**config.mk**
```make
export PLATFORM = sky130hd
export DESIGN_NAME = fp_mac_accum
export DESIGN_NICKNAME = d
export VERILOG_FILES = /design/src/rtl/fp_pkg.sv /design/src/rtl/fp_sat_conv.sv /design/src/rtl/fp_mac_accum.sv
export SDC_FILE = /design/constraint.sdc
export NUM_CORES = 1
export LEC_CHECK = 0
export CORE_UTILIZATION = 40
export CTS_CLUSTER_SIZE = 40
export DETAILED_ROUTE_END_ITERATION = 6
export PLACE_DENSITY = 0.63
export SLEW_MARGIN = 20
export SYNTH_ARGS = -nofsm -noshare
export SYNTH_HDL_FRONTEND = slang
export SYNTH_SLANG_ARGS = --single-unit
```
**constraint.sdc**
```tcl
create_clock -name i_clk -period 15.1 [get_ports i_clk]
set_clock_uncertainty 0.1 [all_clocks]
set_input_delay 3.775 -clock i_clk [delete_from_list [all_inputs] [get_ports i_clk]]
set_output_delay 3.775 -clock i_clk [all_outputs]
set_load 0.005 [all_outputs]
```
**src/rtl/fp_pkg.sv**
```systemverilog
// Shared fixed-point datapath definitions: default word format, accumulator FSM
// states and sign-magnitude / two's complement conversion helpers.
package fp_pkg;

    localparam int N_DEF  = 16;
    localparam int Q_DEF  = 7;
    localparam int G_DEF  = 4;
    localparam int CW_DEF = 8;
    localparam int AW_DEF = N_DEF + G_DEF;

    typedef enum logic [1:0] {
        ST_IDLE  = 2'd0,
        ST_ACCUM = 2'd1,
        ST_DONE  = 2'd2
    } state_t;

    function automatic logic [AW_DEF-1:0] sm_to_tc(input logic [N_DEF-1:0] sm);
        logic [AW_DEF-1:0] mag;
        mag = {{(G_DEF+1){1'b0}}, sm[N_DEF-2:0]};
        return sm[N_DEF-1] ? (~mag + 1'b1) : mag;
    endfunction

    // Returns {ovr, sign-magnitude word}; out-of-range values clamp to +/-max.
    function automatic logic [N_DEF:0] tc_to_sm_sat(input logic [AW_DEF-1:0] tc);
        logic signed [AW_DEF-1:0] tc_s;
        logic signed [AW_DEF-1:0] pos_lim;
        logic [N_DEF-2:0] neg_mag;
        tc_s    = $signed(tc);
        pos_lim = $signed({{(G_DEF+1){1'b0}}, {(N_DEF-1){1'b1}}});
        neg_mag = ~tc[N_DEF-2:0] + 1'b1;
        if (tc_s > pos_lim)
            return {1'b1, 1'b0, {(N_DEF-1){1'b1}}};
        else if (tc_s < -pos_lim)
            return {1'b1, 1'b1, {(N_DEF-1){1'b1}}};
        else if (tc[AW_DEF-1])
            return {1'b0, 1'b1, neg_mag};
        else
            return {1'b0, 1'b0, tc[N_DEF-2:0]};
    endfunction

endpackage

```
**src/rtl/fp_sat_conv.sv**
```systemverilog
// Combinational (N+G)-bit two's complement to N-bit sign-magnitude with
// saturation; ovr flags a clamped value.
module fp_sat_conv #(
    parameter int N = 16,
    parameter int G = 4
) (
    input  logic [N+G-1:0] acc,
    output logic [N-1:0]   sm,
    output logic           ovr
);

    localparam int AW = N + G;
    localparam logic signed [AW-1:0] POS_LIM = {{(G+1){1'b0}}, {(N-1){1'b1}}};
    localparam logic signed [AW-1:0] NEG_LIM = -POS_LIM;

    logic signed [AW-1:0] acc_s;
    logic [N-2:0]         neg_mag;

    assign acc_s   = $signed(acc);
    // Low bits of the negation only; the range checks guarantee the rest are zero.
    assign neg_mag = ~acc[N-2:0] + 1'b1;

    always_comb begin
        sm  = '0;
        ovr = 1'b0;
        if (acc_s > POS_LIM) begin
            sm  = {1'b0, {(N-1){1'b1}}};
            ovr = 1'b1;
        end else if (acc_s < NEG_LIM) begin
            sm  = {1'b1, {(N-1){1'b1}}};
            ovr = 1'b1;
        end else if (acc[AW-1]) begin
            sm = {1'b1, neg_mag};
        end else begin
            sm = {1'b0, acc[N-2:0]};
        end
    end

endmodule

```
**src/rtl/fp_mac_accum.sv**
```systemverilog
// Burst accumulator for sign-magnitude products: sums i_len terms with a
// saturating guard-extended accumulator and reports sticky overflow per burst.
//
// state    | meaning
// ST_IDLE  | ready for i_start; accumulator cleared and counter loaded on start
// ST_ACCUM | accepting terms on i_valid; counter holds terms still to come
// ST_DONE  | one-cycle o_valid strobe with the registered result
module fp_mac_accum
    import fp_pkg::*;
#(
    parameter int N  = N_DEF,
    parameter int Q  = Q_DEF,
    parameter int G  = G_DEF,
    parameter int CW = CW_DEF
) (
    input  logic          i_clk,
    input  logic          i_rst,
    input  logic          i_start,
    input  logic [CW-1:0] i_len,
    input  logic          i_valid,
    input  logic [N-1:0]  i_term,
    input  logic          i_term_ovr,
    output logic          o_ready,
    output logic          o_busy,
    output logic          o_valid,
    output logic [N-1:0]  o_result,
    output logic          o_ovr
);

    localparam int AW = N + G;
    localparam logic signed [AW:0] SUM_MAX = {2'b00, {(AW-1){1'b1}}};
    localparam logic signed [AW:0] SUM_MIN = -SUM_MAX;

    // Q only fixes the binary point; addition is scale-free, so it is just range-checked.
    if (Q >= N) begin : g_bad_q
        $error("fp_mac_accum: Q must be smaller than N");
    end

    state_t           state_q, state_d;
    logic [AW-1:0]    acc_q, term_mag, term_tc, sum_sat, conv_in;
    logic signed [AW:0] sum_wide;
    logic [CW-1:0]    cnt_q;
    logic             ovr_q, accept, last_term, add_sat, conv_ovr, fin_ovr;
    logic [N-1:0]     conv_sm, result_q;
    logic             result_ovr_q;

    assign term_mag  = {{(G+1){1'b0}}, i_term[N-2:0]};
    assign term_tc   = i_term[N-1] ? (~term_mag + 1'b1) : term_mag;
    assign accept    = (state_q == ST_ACCUM) && i_valid;
    assign last_term = accept && (cnt_q == CW'(1));
    assign sum_wide  = $signed({acc_q[AW-1], acc_q}) + $signed({term_tc[AW-1], term_tc});

    always_comb begin
        sum_sat = sum_wide[AW-1:0];
        add_sat = 1'b0;
        if (sum_wide > SUM_MAX) begin
            sum_sat = SUM_MAX[AW-1:0];
            add_sat = 1'b1;
        end else if (sum_wide < SUM_MIN) begin
            sum_sat = SUM_MIN[AW-1:0];
            add_sat = 1'b1;
        end
    end

    // A zero-length burst enters DONE straight from IDLE with an empty sum.
    assign conv_in = (state_q == ST_ACCUM) ? sum_sat : '0;
    assign fin_ovr = (state_q == ST_ACCUM) ? (ovr_q | i_term_ovr | add_sat | conv_ovr) : 1'b0;

    fp_sat_conv #(.N(N), .G(G)) u_sat_conv (
        .acc (conv_in),
        .sm  (conv_sm),
        .ovr (conv_ovr)
    );

    always_ff @(posedge i_clk) begin
        if (i_rst) state_q <= ST_IDLE;
        else       state_q <= state_d;
    end

    always_comb begin
        state_d = state_q;
        case (state_q)
            ST_IDLE:  if (i_start) state_d = (i_len == '0) ? ST_DONE : ST_ACCUM;
            ST_ACCUM: if (last_term) state_d = ST_DONE;
            ST_DONE:  state_d = ST_IDLE;
            default:  state_d = ST_IDLE;
        endcase
    end

    always_comb begin
        o_ready = 1'b0;
        o_busy  = 1'b0;
        o_valid = 1'b0;
        case (state_q)
            ST_IDLE:  o_ready = 1'b1;
            ST_ACCUM: o_busy  = 1'b1;
            ST_DONE: begin
                o_busy  = 1'b1;
                o_valid = 1'b1;
            end
            default:  o_ready = 1'b0;
        endcase
    end

    always_ff @(posedge i_clk) begin
        if (i_rst) begin
            acc_q        <= '0;
            cnt_q        <= '0;
            ovr_q        <= 1'b0;
            result_q     <= '0;
            result_ovr_q <= 1'b0;
        end else begin
            if ((state_q == ST_IDLE) && i_start) begin
                acc_q <= '0;
                ovr_q <= 1'b0;
                cnt_q <= i_len;
            end else if (accept) begin
                acc_q <= sum_sat;
                ovr_q <= ovr_q | i_term_ovr | add_sat;
                cnt_q <= cnt_q - 1'b1;
            end
            if (state_d == ST_DONE) begin
                result_q     <= conv_sm;
                result_ovr_q <= fin_ovr;
            end
        end
    end

    assign o_result = result_q;
    assign o_ovr    = result_ovr_q;

endmodule
```
==> results.toml <==
[power_and_ir_drop]
leakage_uw = 0.00195
power_density_nw_per_um2 = 81.1
peakVddDrop_uv = 46.9

[grt]
grt_max_degree = 28
grt_antenna_before_repair = 0
grt_overflow = 0
grt_pass1_wl_um = 21300
grt_pass1_vias = 4225
grtUsageTotal = 0.229

[critical_path]
crit_path_start_kind = "input port"
worstReg2RegStart = "acc_q[4]"
worst_ep_required_time_ns = 15.19
crit_path_max_incr_delay_ns = 0.54
cp.arrival_ns = 10.53
crit_path_frequent_cell = "ha_1"
cp_max_fo = 12
cp-startpoint = "i_term[0]"
worstSetupPathType = "input port to flip-flop"
cp-end-kind = "flip-flop"
cp_slowest_cell = "or4_1"

[finish]
nets = 695
layout-drive-gt1-share = 0.0694
area_delta_synth_final_pct = 14.4
diodes = 0
num-fill-cells = 1147
fin_util = 0.479

[hold_path]
min_path_type = "flip-flop to flip-flop"
hold_start = "acc_q[19]"

[die]
design.core.area_sq_um = 11100
dieArea_sq_um = 12000
io_pins = 49
initial_core_util = 0.419
rows = 38
die-height_um = 110
die_w_um = 110

[sta]
setup_tns_ns = 0
rsz0062_at_grt = "no"
timing_hold_violations_final = 0
worst_slack_ns = 4.66
fmax_ghz = 0.0958
maxSlewHeadroom = 0.393
min_period_over_period = 0.691
tightestPinTransition_ns = 0.910
min_period_ns = 10.44
setup_violations = 0
slew_viol_final = 0

[clock_network]
postCtsSetupBuffers = 0
ctsHtreeMaxLevel = 2
cts_tree = "built"
insertion_delay_ns = 0.29
post_cts_resized = 0
cts_sinks = 48
numCtsBuffers = 5
cts_max_path_buffers = 2
cts_hold_buffers = 0
clk_pin_slew_ns = 0.07
clockRootBuffer = "clkbuf_16"

[place]
dpl_worst_slack_ns = 4.42
port_buffers = 48
dp_hpwl_um = 10200
gp_congestion = 0.924

[drt]
vias_per_cell = 5.90
wl_per_cell_um = 16.9
drtPass1Iterations = 5
drtIter0Drc = 300
drtAntennaViolNets = 0
dr_total_vias = 4570
wl_um = 13100
drc = 0

[yosys]
ys_ff_latch = 48
synth_top_area_cell = "dfxtp_1"
syn_nets = 675
synth_warnings = 0
synth_cell_type_count = 82
synth_area_per_cell_sq_um = 7.56
ys_seq_area_frac = 0.207
netlist_area_sq_um = 4640
synth_ff_type = "dfxtp_1"
syn-instance-count = 613
synth_top_cell_area_share = 0.207
yosys-top-cells-area = "dfxtp_1 21%, ha_1 8.6%, nor2_1 6.3%"
synth_edf_count = 0
synthArstFlopShare = 0

[status]
status = "finished clean"

[job]
max-cap-violations = 0
-- sequential cells by signal (all words and copies together) (netlist names) --
name / flops
cnt_q: 8
ovr_q: 1
acc_q: 20
o_ovr: 1
state_q: 2
o_result: 16
-- through the flow --
step	cells	power (uW)	hold slack [ns]	cell area, sq um
2_1_floorplan	613	269	0.336	4640
3_3_place_gp	766	312	0.369	5150
3_5_place_dp	766	314	0.375	5150
4_1_cts	774	431	0.385	5300
5_1_grt	774	456	0.400	5300
6_report	774	430	0.380	5300
-- cell families after synthesis --
logic type,Yosys count,synth area share
adders and majority gates,37,0.0998
and+or+nand+nor,245,0.260
xor gates and xnor gates,46,0.0942
AOI/OAI and AO/OA,176,0.274
DFF,48,0.207
buffers and inverters,56,0.0526
muxes,5,0.0121
-- layout make-up --
class	instances	area, sq um	area share
clock buffers	6	139	0.0262
clock inverters	2	15.0	0.00283
inverters	15	56.3	0.0106
multi-input cells	509	3430	0.647
flip-flops and latches	48	961	0.181
well taps	140	175	0.0330
repair buffers	54	526	0.0991
-- cell usage in the layout, fill, tap and decap left out, types with 4 or more instances in the layout --
cell / Yosys / routed
xor2_1: 14 / 14
nand2b_1: 11 / 11
nand4_1: 10 / 10
clkdlybuf4s50_1: 0 / 48
a211oi_1: 16 / 16
a31oi_1: 5 / 5
o21ai_0: 30 / 30
o41a_1: 5 / 5
nor2b_1: 5 / 5
buf_4: 3 / 6
inv_1: 15 / 15
o21a_1: 4 / 4
a311oi_1: 4 / 4
xnor2_1: 29 / 29
nor3_1: 26 / 26
or3_1: 6 / 6
ha_1: 32 / 32
nor2_1: 78 / 78
o221a_2: 4 / 4
nor4_1: 5 / 5
nand3_1: 12 / 12
a21oi_1: 42 / 42
clkbuf_16: 0 / 5
o211ai_1: 5 / 5
o22ai_1: 8 / 8
o31ai_1: 10 / 10
nand2_1: 62 / 62
dfxtp_1: 48 / 48
a21o_1: 10 / 10
and2_1: 5 / 5
-- metal layers --
metal | track usage | share of wire
met1 | 0.312 | 0.49
met2 | 0.378 | 0.45
met3 | 0.0302 | 0.053
met4 | 0.0638 | 0.013
met5 | 0 | 0
-- where the power goes --
| part | total, uW | leakage (uW) | switching (uW) | internal, uW |
|---|---|---|---|---|
| Clock | 116 | 0.0000691 | 50.2 | 65.9 |
| Combinational | 177 | 0.00149 | 108 | 68.4 |
| Sequential | 137 | 0.000390 | 4.80 | 132 |
-- worst max-delay path, delay by kind of cell --
kind,cells,cell delay (ns)
xor gates and xnor gates,2,0.31
AOI/OAI and AO/OA,9,2.22
and+or+nand+nor,11,2.63
buffers and inverters,3,0.66
adders and majority gates,4,0.96
-- worst paths after layout --
path,depth (start not counted),slack [ns],endpoint
worst max-delay path,29,4.66,o_result[8]
worst min-delay path,2,0.38,acc_q[19]
worst min register to register,2,0.38,acc_q[19]
worst max register to register,21,9.49,o_result[8]
-- synth_stat cells (all sizes together), types with 3 or more instances --
| library cell | n |
|---|---|
| nand2b | 11 |
| nor3 | 27 |
| maj3 | 4 |
| a21oi | 44 |
| dfxtp | 48 |
| mux2i | 3 |
| inv | 15 |
| o211ai | 5 |
| ha | 32 |
| o31ai | 11 |
| clkbuf | 29 |
| nor4 | 5 |
| o21a | 4 |
| and2 | 5 |
| a21o | 10 |
| xnor2 | 31 |
| a211oi | 17 |
| and4 | 3 |
| o22ai | 8 |
| a311oi | 4 |
| buf | 12 |
| o21bai | 3 |
| o41a | 5 |
| nand3 | 12 |
| nor2 | 78 |
| nor2b | 6 |
| a31oi | 5 |
| o21ai | 32 |
| nand2 | 64 |
| o221a | 4 |
| nand4 | 10 |
| or3 | 7 |
| xor2 | 15 |
| or4 | 3 |
No activity file was read; power rests on OpenSTA's default activity.
